===== src/rtl/adc_scan_pkg.sv =====
// Purpose : shared types and width helpers for the round-robin ADC channel scanner.
// Latency : n/a (types and constant functions only).
// Backpr. : n/a.
// Contents: scan_state_t FSM encoding; ch_w/acc_w/cnt_w width functions.
package adc_scan_pkg;

    typedef enum logic [1:0] {
        IDLE  = 2'd0,
        ISSUE = 2'd1,
        WAIT  = 2'd2
    } scan_state_t;

    // Channel index width; a single-channel build still gets a 1-bit index.
    function automatic int ch_w(input int num_ch);
        return (num_ch > 1) ? $clog2(num_ch) : 1;
    endfunction

    // Accumulator width: sum of 2**avg_log2 unsigned samples can never overflow.
    function automatic int acc_w(input int data_w, input int avg_log2);
        return data_w + avg_log2;
    endfunction

    // Sample counter width; pass-through averaging (avg_log2 = 0) keeps a 1-bit counter.
    function automatic int cnt_w(input int avg_log2);
        return (avg_log2 > 0) ? avg_log2 : 1;
    endfunction

endpackage


===== src/rtl/adc_avg_accum.sv =====
// Purpose : accumulates 2**AVG_LOG2 unsigned samples and produces their mean.
// Latency : o_done/o_mean are combinational on the final i_load; state updates on the clock edge.
// Backpr. : none; the caller only pulses i_load for accepted samples.
// Ports   : i_clk, i_rst (sync, active-high), i_sample, i_load, i_clear -> o_done, o_mean.
module adc_avg_accum
    import adc_scan_pkg::*;
#(
    parameter int DATA_W   = 12,
    parameter int AVG_LOG2 = 2
) (
    input  logic              i_clk,
    input  logic              i_rst,
    input  logic [DATA_W-1:0] i_sample,
    input  logic              i_load,
    input  logic              i_clear,
    output logic              o_done,
    output logic [DATA_W-1:0] o_mean
);

    localparam int ACC_W = acc_w(DATA_W, AVG_LOG2);
    localparam int CNT_W = cnt_w(AVG_LOG2);
    localparam logic [CNT_W-1:0] CNT_LAST = CNT_W'((1 << AVG_LOG2) - 1);

    logic [ACC_W-1:0] r_acc;
    logic [CNT_W-1:0] r_cnt;
    logic [ACC_W-1:0] w_sum;

    // The mean includes the sample being loaded, so the result is ready on the final load.
    assign w_sum  = r_acc + ACC_W'(i_sample);
    assign o_done = i_load && (r_cnt == CNT_LAST);
    assign o_mean = DATA_W'(w_sum >> AVG_LOG2);

    always_ff @(posedge i_clk) begin
        if (i_rst || i_clear || o_done) begin
            r_acc <= '0;
            r_cnt <= '0;
        end else if (i_load) begin
            r_acc <= w_sum;
            r_cnt <= r_cnt + 1'b1;
        end
    end

endmodule


===== src/rtl/adc_channel_scanner.sv =====
// Purpose : round-robin MAX 10 ADC sequencer driver with per-channel averaging, result bank and LED view.
// Latency : result one cycle after final response; LED two cycles after bank write or disp_sel change.
// Backpr. : command_valid held until command_ready; missing responses skipped after TIMEOUT+1 cycles.
// Ports   : clock_clk, reset_sink_reset, enable; command_*/response_* sequencer handshake;
//           disp_sel -> led; result_valid/index/data; sticky err_timeout/err_mismatch/err_stray, clear_err.
module adc_channel_scanner
    import adc_scan_pkg::*;
#(
    parameter int NUM_CH         = 4,
    parameter int FIRST_CH       = 1,
    parameter int DATA_W         = 12,
    parameter int AVG_LOG2       = 2,
    parameter int DISP_W         = 8,
    parameter bit LED_ACTIVE_LOW = 1'b1,
    parameter int TIMEOUT        = 255,
    parameter int CH_W           = ch_w(NUM_CH)
) (
    input  logic              clock_clk,
    input  logic              reset_sink_reset,
    input  logic              enable,
    output logic              command_valid,
    output logic [4:0]        command_channel,
    input  logic              command_ready,
    input  logic              response_valid,
    input  logic [4:0]        response_channel,
    input  logic [DATA_W-1:0] response_data,
    input  logic [CH_W-1:0]   disp_sel,
    output logic [DISP_W-1:0] led,
    output logic              result_valid,
    output logic [CH_W-1:0]   result_index,
    output logic [DATA_W-1:0] result_data,
    output logic              err_timeout,
    output logic              err_mismatch,
    output logic              err_stray,
    input  logic              clear_err
);

    localparam int TO_W = (TIMEOUT > 0) ? $clog2(TIMEOUT + 1) : 1;
    localparam logic [CH_W-1:0] IDX_LAST = CH_W'(NUM_CH - 1);

    scan_state_t       r_state;
    scan_state_t       w_state_nxt;
    logic [CH_W-1:0]   r_idx;
    logic [TO_W-1:0]   r_timer;
    logic [DATA_W-1:0] r_bank [NUM_CH];
    logic              r_res_vld;
    logic [CH_W-1:0]   r_res_idx;
    logic [DATA_W-1:0] r_res_dat;
    logic [DATA_W-1:0] r_disp;
    logic [DISP_W-1:0] r_led;
    logic              r_err_to;
    logic              r_err_mm;
    logic              r_err_st;

    logic              w_start;
    logic              w_hs;
    logic              w_rsp_match;
    logic              w_accept;
    logic              w_timeout;
    logic              w_mismatch;
    logic              w_stray;
    logic              w_acc_clear;
    logic              w_done;
    logic [DATA_W-1:0] w_mean;
    logic              w_bank_wr;
    logic              w_advance;
    logic [CH_W-1:0]   w_sel;
    logic [DISP_W-1:0] w_top;

    assign command_channel = 5'(FIRST_CH) + 5'(r_idx);
    assign command_valid   = (r_state == ISSUE);

    //----------------------------------------------------------------------
    // FSM
    //----------------------------------------------------------------------
    always_ff @(posedge clock_clk) begin
        if (reset_sink_reset) begin
            r_state <= IDLE;
        end else begin
            r_state <= w_state_nxt;
        end
    end

    always_comb begin
        w_state_nxt = r_state;
        w_start     = 1'b0;
        w_hs        = 1'b0;
        w_accept    = 1'b0;
        w_timeout   = 1'b0;
        w_rsp_match = response_valid && (response_channel == command_channel);
        case (r_state)
            IDLE: begin
                if (enable) begin
                    w_start     = 1'b1;
                    w_state_nxt = ISSUE;
                end
            end
            // The command stays asserted until accepted, even if enable drops.
            ISSUE: begin
                if (command_ready) begin
                    w_hs        = 1'b1;
                    w_state_nxt = WAIT;
                end
            end
            // A matching response takes priority over a timer expiring the same cycle.
            WAIT: begin
                if (w_rsp_match) begin
                    w_accept    = 1'b1;
                    w_state_nxt = enable ? ISSUE : IDLE;
                end else if (r_timer == '0) begin
                    w_timeout   = 1'b1;
                    w_state_nxt = enable ? ISSUE : IDLE;
                end
            end
            default: w_state_nxt = IDLE;
        endcase
    end

    assign w_stray    = response_valid && (r_state != WAIT);
    assign w_mismatch = response_valid && (r_state == WAIT) && !w_rsp_match;
    assign w_bank_wr  = w_accept && w_done;
    assign w_advance  = w_bank_wr || w_timeout;
    // Partial averages never survive a skipped channel or a stop.
    assign w_acc_clear = w_start || w_timeout || (w_accept && !enable);

    //----------------------------------------------------------------------
    // Averaging
    //----------------------------------------------------------------------
    adc_avg_accum #(
        .DATA_W   (DATA_W),
        .AVG_LOG2 (AVG_LOG2)
    ) u_accum (
        .i_clk    (clock_clk),
        .i_rst    (reset_sink_reset),
        .i_sample (response_data),
        .i_load   (w_accept),
        .i_clear  (w_acc_clear),
        .o_done   (w_done),
        .o_mean   (w_mean)
    );

    //----------------------------------------------------------------------
    // Index, timeout, bank, results, errors
    //----------------------------------------------------------------------
    always_ff @(posedge clock_clk) begin
        if (reset_sink_reset) begin
            r_idx     <= '0;
            r_timer   <= '0;
            r_res_vld <= 1'b0;
            r_res_idx <= '0;
            r_res_dat <= '0;
            r_err_to  <= 1'b0;
            r_err_mm  <= 1'b0;
            r_err_st  <= 1'b0;
            for (int i = 0; i < NUM_CH; i++) begin
                r_bank[i] <= '0;
            end
        end else begin
            if (w_start) begin
                r_idx <= '0;
            end else if (w_advance) begin
                r_idx <= (r_idx == IDX_LAST) ? '0 : r_idx + 1'b1;
            end

            if (w_hs) begin
                r_timer <= TO_W'(TIMEOUT);
            end else if ((r_state == WAIT) && (r_timer != '0)) begin
                r_timer <= r_timer - 1'b1;
            end

            r_res_vld <= w_bank_wr;
            if (w_bank_wr) begin
                r_bank[r_idx] <= w_mean;
                r_res_idx     <= r_idx;
                r_res_dat     <= w_mean;
            end

            // A set event in the same cycle as clear_err wins.
            r_err_to <= w_timeout  || (r_err_to && !clear_err);
            r_err_mm <= w_mismatch || (r_err_mm && !clear_err);
            r_err_st <= w_stray    || (r_err_st && !clear_err);
        end
    end

    assign result_valid = r_res_vld;
    assign result_index = r_res_idx;
    assign result_data  = r_res_dat;
    assign err_timeout  = r_err_to;
    assign err_mismatch = r_err_mm;
    assign err_stray    = r_err_st;

    //----------------------------------------------------------------------
    // LED view: bank select stage, then formatted drive stage
    //----------------------------------------------------------------------
    assign w_sel = (int'(disp_sel) < NUM_CH) ? disp_sel : '0;

    generate
        if (DISP_W <= DATA_W) begin : g_top_slice
            assign w_top = r_disp[DATA_W-1 -: DISP_W];
        end else begin : g_top_pad
            assign w_top = {r_disp, {(DISP_W - DATA_W){1'b0}}};
        end
    endgenerate

    always_ff @(posedge clock_clk) begin
        if (reset_sink_reset) begin
            r_disp <= '0;
            r_led  <= LED_ACTIVE_LOW ? '1 : '0;
        end else begin
            r_disp <= r_bank[w_sel];
            r_led  <= LED_ACTIVE_LOW ? ~w_top : w_top;
        end
    end

    assign led = r_led;

endmodule


===== config.mk =====
export PLATFORM = sky130hd
export DESIGN_NAME = adc_channel_scanner
export DESIGN_NICKNAME = d
export VERILOG_FILES = /design/src/rtl/adc_scan_pkg.sv /design/src/rtl/adc_avg_accum.sv /design/src/rtl/adc_channel_scanner.sv
export SDC_FILE = /design/constraint.sdc
export NUM_CORES = 1
export LEC_CHECK = 0
export CORE_MARGIN = 5
export CORE_UTILIZATION = 60
export DETAILED_ROUTE_END_ITERATION = 7
export PLACE_DENSITY = 0.85
export SYNTH_ARGS = -nofsm -noshare
export SYNTH_HDL_FRONTEND = slang
export SYNTH_HIERARCHICAL = 1
export SYNTH_SLANG_ARGS = --single-unit

===== constraint.sdc =====
create_clock -name clock_clk -period 3.8 [get_ports clock_clk]
set_input_delay 0.57 -clock clock_clk [delete_from_list [all_inputs] [get_ports clock_clk]]
set_output_delay 0.57 -clock clock_clk [all_outputs]
set_load 0.005 [all_outputs]

==> results of run 1 <==
## logic make-up (layout without fill, tap and decap cells)
group / Yosys count / after routing / share of synthesized area
AND/OR/NAND/NOR: 146 / 146 / 0.1837
AO/OA/AOI/OAI: 71 / 71 / 0.1284
buffers and inverters: 41 / 85 / 0.04731
XOR/XNOR: 18 / 18 / 0.03486
multiplexers: 21 / 21 / 0.06918
flip-flops: 94 / 94 / 0.4870
other: 1 / 2 / 0.0008293
adder cells (fa/ha/maj): 17 / 17 / 0.04870
## state kept, by name, indices dropped and copies added, names as in the netlist
register,count
r_bank,32
u_accum/r_acc,14
result_data,12
led,8
r_disp,8
r_timer,8
r_idx,2
r_state,2
result_index,2
u_accum/r_cnt,2
err_mismatch,1
err_stray,1
err_timeout,1
result_valid,1
## cell type report
class / count / share of cell area
clock buffer: 9 / 0.02364
clock inverter: 7 / 0.01242
inverter: 10 / 0.007163
multi-input combinational: 275 / 0.4026
sequential: 94 / 0.4202
tap: 99 / 0.02364
timing repair buffer: 59 / 0.1103
## report_power, final
group / internal (mW) / switching (mW)
clock: 0.253 / 0.370
combinational: 0.0973 / 0.100
sequential: 1.07 / 0.0221
## critical path: stages, from the launching register on
cell and delay [ns]:
dfxtp_1 0.53, ha_1 0.32, xnor2_1 0.24, nand4_2 0.30, mux2_2 0.37, a211oi_1 0.33, nor2_1 0.15, nand2b_1 0.15
or3_1 0.13, mux2i_1 0.07, a311o_1 0.31
## routing by layer
| metal | part of all wire | vias to the layer above | global-route usage | wire length (um) |
|---|---|---|---|---|
| met5 | 0 | - | 0 | 0 |
| met4 | 0.010 | 0 | 0.06048 | 93 |
| met3 | 0.039 | 7 | 0.03597 | 347 |
| met2 | 0.50 | 75 | 0.3270 | 4426 |
| met1 | 0.45 | 1507 | 0.2462 | 4019 |
| li1 | - | 1552 | - | - |
## worst paths after layout
kind | from | endpoint | slack, ns
worst max register to register | r_idx[0] | u_accum/r_acc[10] | 0.80
worst min-delay path | r_disp[6] | led[2] | 0.38
worst max-delay path | r_idx[0] | u_accum/r_acc[10] | 0.80
worst min register to register | r_disp[6] | led[2] | 0.38
## layout by cell type, fill, tap and decap left out, drive strengths merged, types with 3 or more instances in the layout
cell type	Yosys	layout
dfxtp	62	62
clkdlybuf4s50	0	54
nor2	35	35
edfxtp	32	32
nand2	20	20
and2	19	19
and3	19	19
a21oi	17	17
ha	16	16
a22o	14	14
xnor2	13	13
inv	9	12
nor2b	11	11
mux2i	11	11
nand2b	9	9
clkbuf	9	9
a211oi	8	8
mux4	8	8
nand3	6	6
xor2	5	5
buf	22	5
o21a	4	4
a311oi	4	4
and4	4	4
nor3	4	4
or3	4	4
clkinv	1	4
a21o	3	3
a32o	3	3
and2b	3	3
o21ai	3	3
## per-stage QoR
step                hold WS, ns  power (mW)
global placement         0.3572       1.304
detailed placement       0.3642       1.313
floorplan                0.3559       1.245
global route             0.3949       1.999
CTS                      0.3853       1.926
finish                   0.3797       1.914
==> summary.md, run 1 <==
| Metric | Value |
|---|---|
| Area after DPL | `5051 um^2` |
| Status | `finished, final reports clean` |
| VDD IR max | `0.0002431 V` |
| Largest net degree at the start of global routing | `41` |
| Global Route Usage Sum | `0.1918` |
| First-pass GRT wire length | `14910 um` |
| Slew Limit Fails | `0` |
| Synth warnings | `6` |
| Mapped Avg Cell Area | `11.06 um^2` |
| Core ar. | `7292 um^2` |
| Type of destination of the critical path | `flop` |
| EDFF count, synth | `32` |
| Slew Limit Headroom | `0.4862` |
| CTS root buf | `clkbuf_8` |
| Post-synth top area cell | `dfxtp_1` |
| Sum Neg Setup Slack | `0 ns` |
| Reg clk slew, reported paths | `0.09 ns` |
| Final hold violation count | `0` |
| Vert. Die Dim | `96.81 um` |
| H-tree depth | `3` |
| Worst Tran Pin Value | `0.7683 ns` |
| Worst Hold Depth | `1` |
| Setup-failing EPs final | `0` |
| Final wirelength | `8886 um` |
| Clk_lat worst skew | `0.35 ns` |
| Routed wire per std cell | `16.07 um` |
| Synth cell count leaders | `62 x dfxtp_1, 35 x nor2_1, 32 x edfxtp_1` |
| Skew final | `0.01055 ns` |
| Worst Setup Start Kind | `flop` |
| Post-synth top area share | `0.2745` |
| Final min period | `3.005 ns` |
| Cts repair resizes | `0` |
| I/O pins | `57` |
| Core Util, Final | `0.7186` |
| Share of cells above drive strength 1 | `0.1189` |
| Pwr/cell area | `365.2 nW/um^2` |
| Sequential area share after synthesis | `0.4870` |
| Site row count | `31` |
| Clk sinks | `94` |
| Routability cong. | `0.8480` |
| DRT iter0 DRCs | `166` |
| WP data arrival | `3.25 ns` |
| Initial antenna violation count | `0` |
| Ys flop type | `dfxtp_1` |
| Fin crit share | `0.7907` |
| CTS hold repair buffers | `0` |
| FILL cells | `549` |
| Via density | `5.680` |
| Leak | `2.035 nW` |
| Die X | `96.81 um` |
| RSZ-0062 raised after global routing | `no` |
| 1st-pass router iterations | `4` |
| Post-DRT Antenna Nets | `0` |
| Via Count | `3141` |
| Multi-input gate area | `2110 um^2` |
| Synth Instances | `409` |
| Fin nets | `491` |
| #FFs+latches synth | `94` |
| CTS tree | `done` |
| Vias in the first global route | `3068` |
| Post-CTS Setup Inserts | `0` |
| Asr flop ratio synth | `0` |
| Critical Path Fanout Max | `9` |
| Kind of critical path | `flop to flop` |
| Distinct cell type count of the synthesized netlist | `67` |
| Dpl ws | `0.5635 ns` |
| Area Overhead vs Synth | `15.88%` |
| Worst min-delay path class | `flop to flop` |
| PortBufs | `54` |
| Critical Path RT | `4.04 ns` |
| Ant. Diodes | `0` |
| Final worst slack | `0.7952 ns` |
| Initial Util | `0.6201` |
| Cts bufs inserted | `9` |
| DIE AREA | `9372 um^2` |
| Final instance area | `5240 um^2` |
| Maxcap violations | `0` |
| Bufs on Longest Clock Path | `2` |
| Cells after DPL | `537` |
| Grt ovf | `0` |
| Fmax achieved | `0.3328 GHz` |
| Count leader, synth | `dfxtp_1` |
| Finished Layout Cells | `553` |
| Drt drc | `0` |
| HPWL Detailed | `6643 um` |
| R2R depth | `10` |
| Post-Syn Area | `4522 um^2` |
| Top cells by area, synth | `dfxtp_1 27%, edfxtp_1 21%, ha_1 4.4%` |
| Reg area | `2202 um^2` |
Note: power is estimated with default switching activity, not from simulation.
==> run 2, diff against run 1 <==
--- a/config.mk
+++ b/config.mk
@@ -6,9 +6,9 @@
 export NUM_CORES = 1
 export LEC_CHECK = 0
 export CORE_MARGIN = 5
-export CORE_UTILIZATION = 60
+export CORE_UTILIZATION = 55
 export DETAILED_ROUTE_END_ITERATION = 7
-export PLACE_DENSITY = 0.85
+export PLACE_DENSITY = 0.79
 export SYNTH_ARGS = -nofsm -noshare
 export SYNTH_HDL_FRONTEND = slang
 export SYNTH_HIERARCHICAL = 1
==> constraint.sdc (replaced) <==
create_clock -name clock_clk -period 2.9 [get_ports clock_clk]
set_input_delay 0.435 -clock clock_clk [delete_from_list [all_inputs] [get_ports clock_clk]]
set_output_delay 0.435 -clock clock_clk [all_outputs]
set_load 0.005 [all_outputs]
==> summary.md, run 2 (synthesis gave the netlist of run 1 again) <==
| Metric | Value |
|---|---|
| Status | `finished, final reports clean` |
| Setup-failing EPs final | `0 (unchanged)` |
| Multi-input gate area | `2110 um^2 (unchanged)` |
| CTS hold repair buffers | `0 (unchanged)` |
| Post-DRT Antenna Nets | `0 (unchanged)` |
| Share of cells above drive strength 1 | `0.1576 (+0.03862)` |
| Most common cell after layout, fill and taps aside | `dfxtp_1` |
| Crit-path slowest cell | `xnor2_1` |
| R2R depth | `10 (unchanged)` |
| CP Cell Sequence | `clkdlybuf4s50_1, ha_1, inv_1, fa_1, and2b_1, o211ai_2, a21boi_2, o22ai_1, xnor2_1, and3_1` |
| Routed wire per std cell | `15.80 um (-1.7%)` |
| Skew final | `0.007378 ns (-0.003170 ns)` |
| Grt ovf | `0 (unchanged)` |
| Worst Setup Start Kind | `input port` |
| Bufs on Longest Clock Path | `2 (unchanged)` |
| Sum Neg Setup Slack | `0 ns (unchanged)` |
| Worst min-delay path class | `flop to flop` |
| Worst Hold Depth | `1 (unchanged)` |
| Reg clk slew, reported paths | `0.09 ns (about the same)` |
| Site row count | `33 (+6.5%)` |
| CTS root buf | `clkbuf_8` |
| HPWL Detailed | `6954 um (+4.7%)` |
| Max reg flops | `32 (unchanged)` |
| Fmax achieved | `0.3711 GHz` |
| 1st-pass router iterations | `4 (unchanged)` |
| CP peak stage delay | `0.47 ns (-0.06 ns)` |
| Worst Hold Path EP | `led[2]` |
| Largest net degree at the start of global routing | `24 (-41%)` |
| Kind of critical path | `input port to flop` |
| Slew Limit Fails | `0 (unchanged)` |
| Leak | `2.139 nW (+5.1%)` |
| Clk sinks | `94 (unchanged)` |
| Post-CTS Setup Inserts | `0 (unchanged)` |
| Cts repair resizes | `0 (unchanged)` |
| Pwr/cell area | `454.3 nW/um^2 (+24%)` |
| Critical Path Fanout Max | `6 (-3)` |
| Maxcap violations | `0 (unchanged)` |
| Initial antenna violation count | `0 (unchanged)` |
| Ant. Diodes | `0 (unchanged)` |
| Core ar. | `8093 um^2 (+11%)` |
| H-tree depth | `3 (unchanged)` |
| Vert. Die Dim | `100.7 um (+4.0%)` |
| DIE AREA | `10130 um^2 (+8.1%)` |
| Initial Util | `0.5588 (-0.06136)` |
| Drt drc | `0 (unchanged)` |
| First-pass GRT wire length | `15530 um (+4.2%)` |
| VDD IR max | `0.0002883 V (+19%)` |
| PortBufs | `54 (unchanged)` |
| Commonest cells after routing, fill and taps aside | `62 x dfxtp_1, 54 x clkdlybuf4s50_1, 35 x nor2_1, 32 x edfxtp_1, 27 x buf_4` |
| Finished Layout Cells | `581 (+5.1%)` |
| Worst Tran Pin Value | `0.6222 ns (-0.1462 ns)` |
| Final hold violation count | `0 (unchanged)` |
| Fin nets | `514 (+4.7%)` |
| Cells after DPL | `566 (+5.4%)` |
| RSZ-0062 raised after global routing | `no` |
| Reg area | `2202 um^2 (unchanged)` |
| Die X | `100.7 um (+4.0%)` |
| Type of destination of the critical path | `flop` |
| Area Overhead vs Synth | `19.56%` |
| I/O pins | `57 (unchanged)` |
| Routability cong. | `0.8968 (+5.8%)` |
| Final min period | `2.695 ns` |
| Final wirelength | `9177 um (+3.3%)` |
| Critical Path RT | `3.12 ns (-0.92 ns)` |
| Global Route Usage Sum | `0.1926 (+0.0008784)` |
| Fin crit share | `0.9292` |
| DRT iter0 DRCs | `138 (-17%)` |
| FILL cells | `643 (+17%)` |
| Dpl ws | `-0.1479 ns (-0.7113 ns)` |
| Via density | `5.499 (-3.2%)` |
| Cts bufs inserted | `9 (unchanged)` |
| Worst r2r src | `r_idx[0]` |
| Clk_lat worst skew | `0.35 ns (about the same)` |
| Top reg by flops | `r_bank` |
| WP data arrival | `2.92 ns (-0.33 ns)` |
| Min-delay src | `r_disp[6]` |
| FF-to-FF End | `u_accum/r_acc[10]` |
| Reg2reg setup slack | `0.25 ns (-0.55 ns)` |
| Via Count | `3195 (+1.7%)` |
| Vias in the first global route | `3248 (+5.9%)` |
| CTS tree | `done` |
| Final worst slack | `0.2052 ns (-0.5900 ns)` |
| Slew Limit Headroom | `0.5837 (+0.09751)` |
run 2: worst max path at each step:
stage | startpoint | to | depth (start not counted)
2_1_floorplan | r_idx[1] | u_accum/r_acc[10] | 10
3_3_place_gp | response_data[0] | r_bank[0][6] | 10
3_5_place_dp | response_data[0] | r_bank[0][6] | 10
4_1_cts | response_data[0] | r_bank[0][6] | 10
5_1_grt | response_data[0] | r_bank[0][6] | 10
6_report | response_data[0] | r_bank[0][6] | 10
run 2: metal layers:
layer,up-vias,GRT usage,part of all wire
met5,-,0,0
li1,1597,-,-
met3,13,0.03945,0.041
met1,1511,0.2485,0.45
met2,74,0.3210,0.49
met4,0,0.06839,0.017
run 2: cell type report:
class                           instances  area share
Clock buffer                           10     0.02361
Sequential cell                        94      0.4073
Inverter                               10    0.006943
Timing Repair Buffer                   82      0.1412
Clock inverter                          5    0.006480
Tap cell                              105     0.02430
Multi-Input combinational cell        275      0.3902
run 2: critical path, delay by kind of cell:
kind | cells | cell delay, ns
buffers and inverters | 2 | 0.52
and+or+nand+nor | 2 | 0.51
adders and majority gates | 2 | 0.54
xor gates and xnor gates | 1 | 0.47
AOI/OAI and AO/OA | 3 | 0.46
run 2: report_power, final:
| part | leakage [nW] | switching [mW] | internal, mW |
|---|---|---|---|
| Clock | 0.0829 | 0.440 | 0.310 |
| Combinational | 1.23 | 0.135 | 0.140 |
| Sequential | 0.823 | 0.0270 | 1.40 |
run 2: stage by stage:
| stage | util | total power [mW] | hold WS [ns] | area (um^2) |
|---|---|---|---|---|
| 6_report | 0.6681 | 2.456 | 0.3809 | 5406 |
| 5_1_grt | 0.6681 | 2.569 | 0.4007 | 5406 |
| 4_1_cts | 0.6681 | 2.483 | 0.3829 | 5406 |
| 3_5_place_dp | 0.6480 | 1.737 | 0.3617 | 5244 |
| 3_3_place_gp | 0.6480 | 1.726 | 0.3602 | 5244 |
| 2_1_floorplan | - | 1.632 | 0.3559 | 4526 |
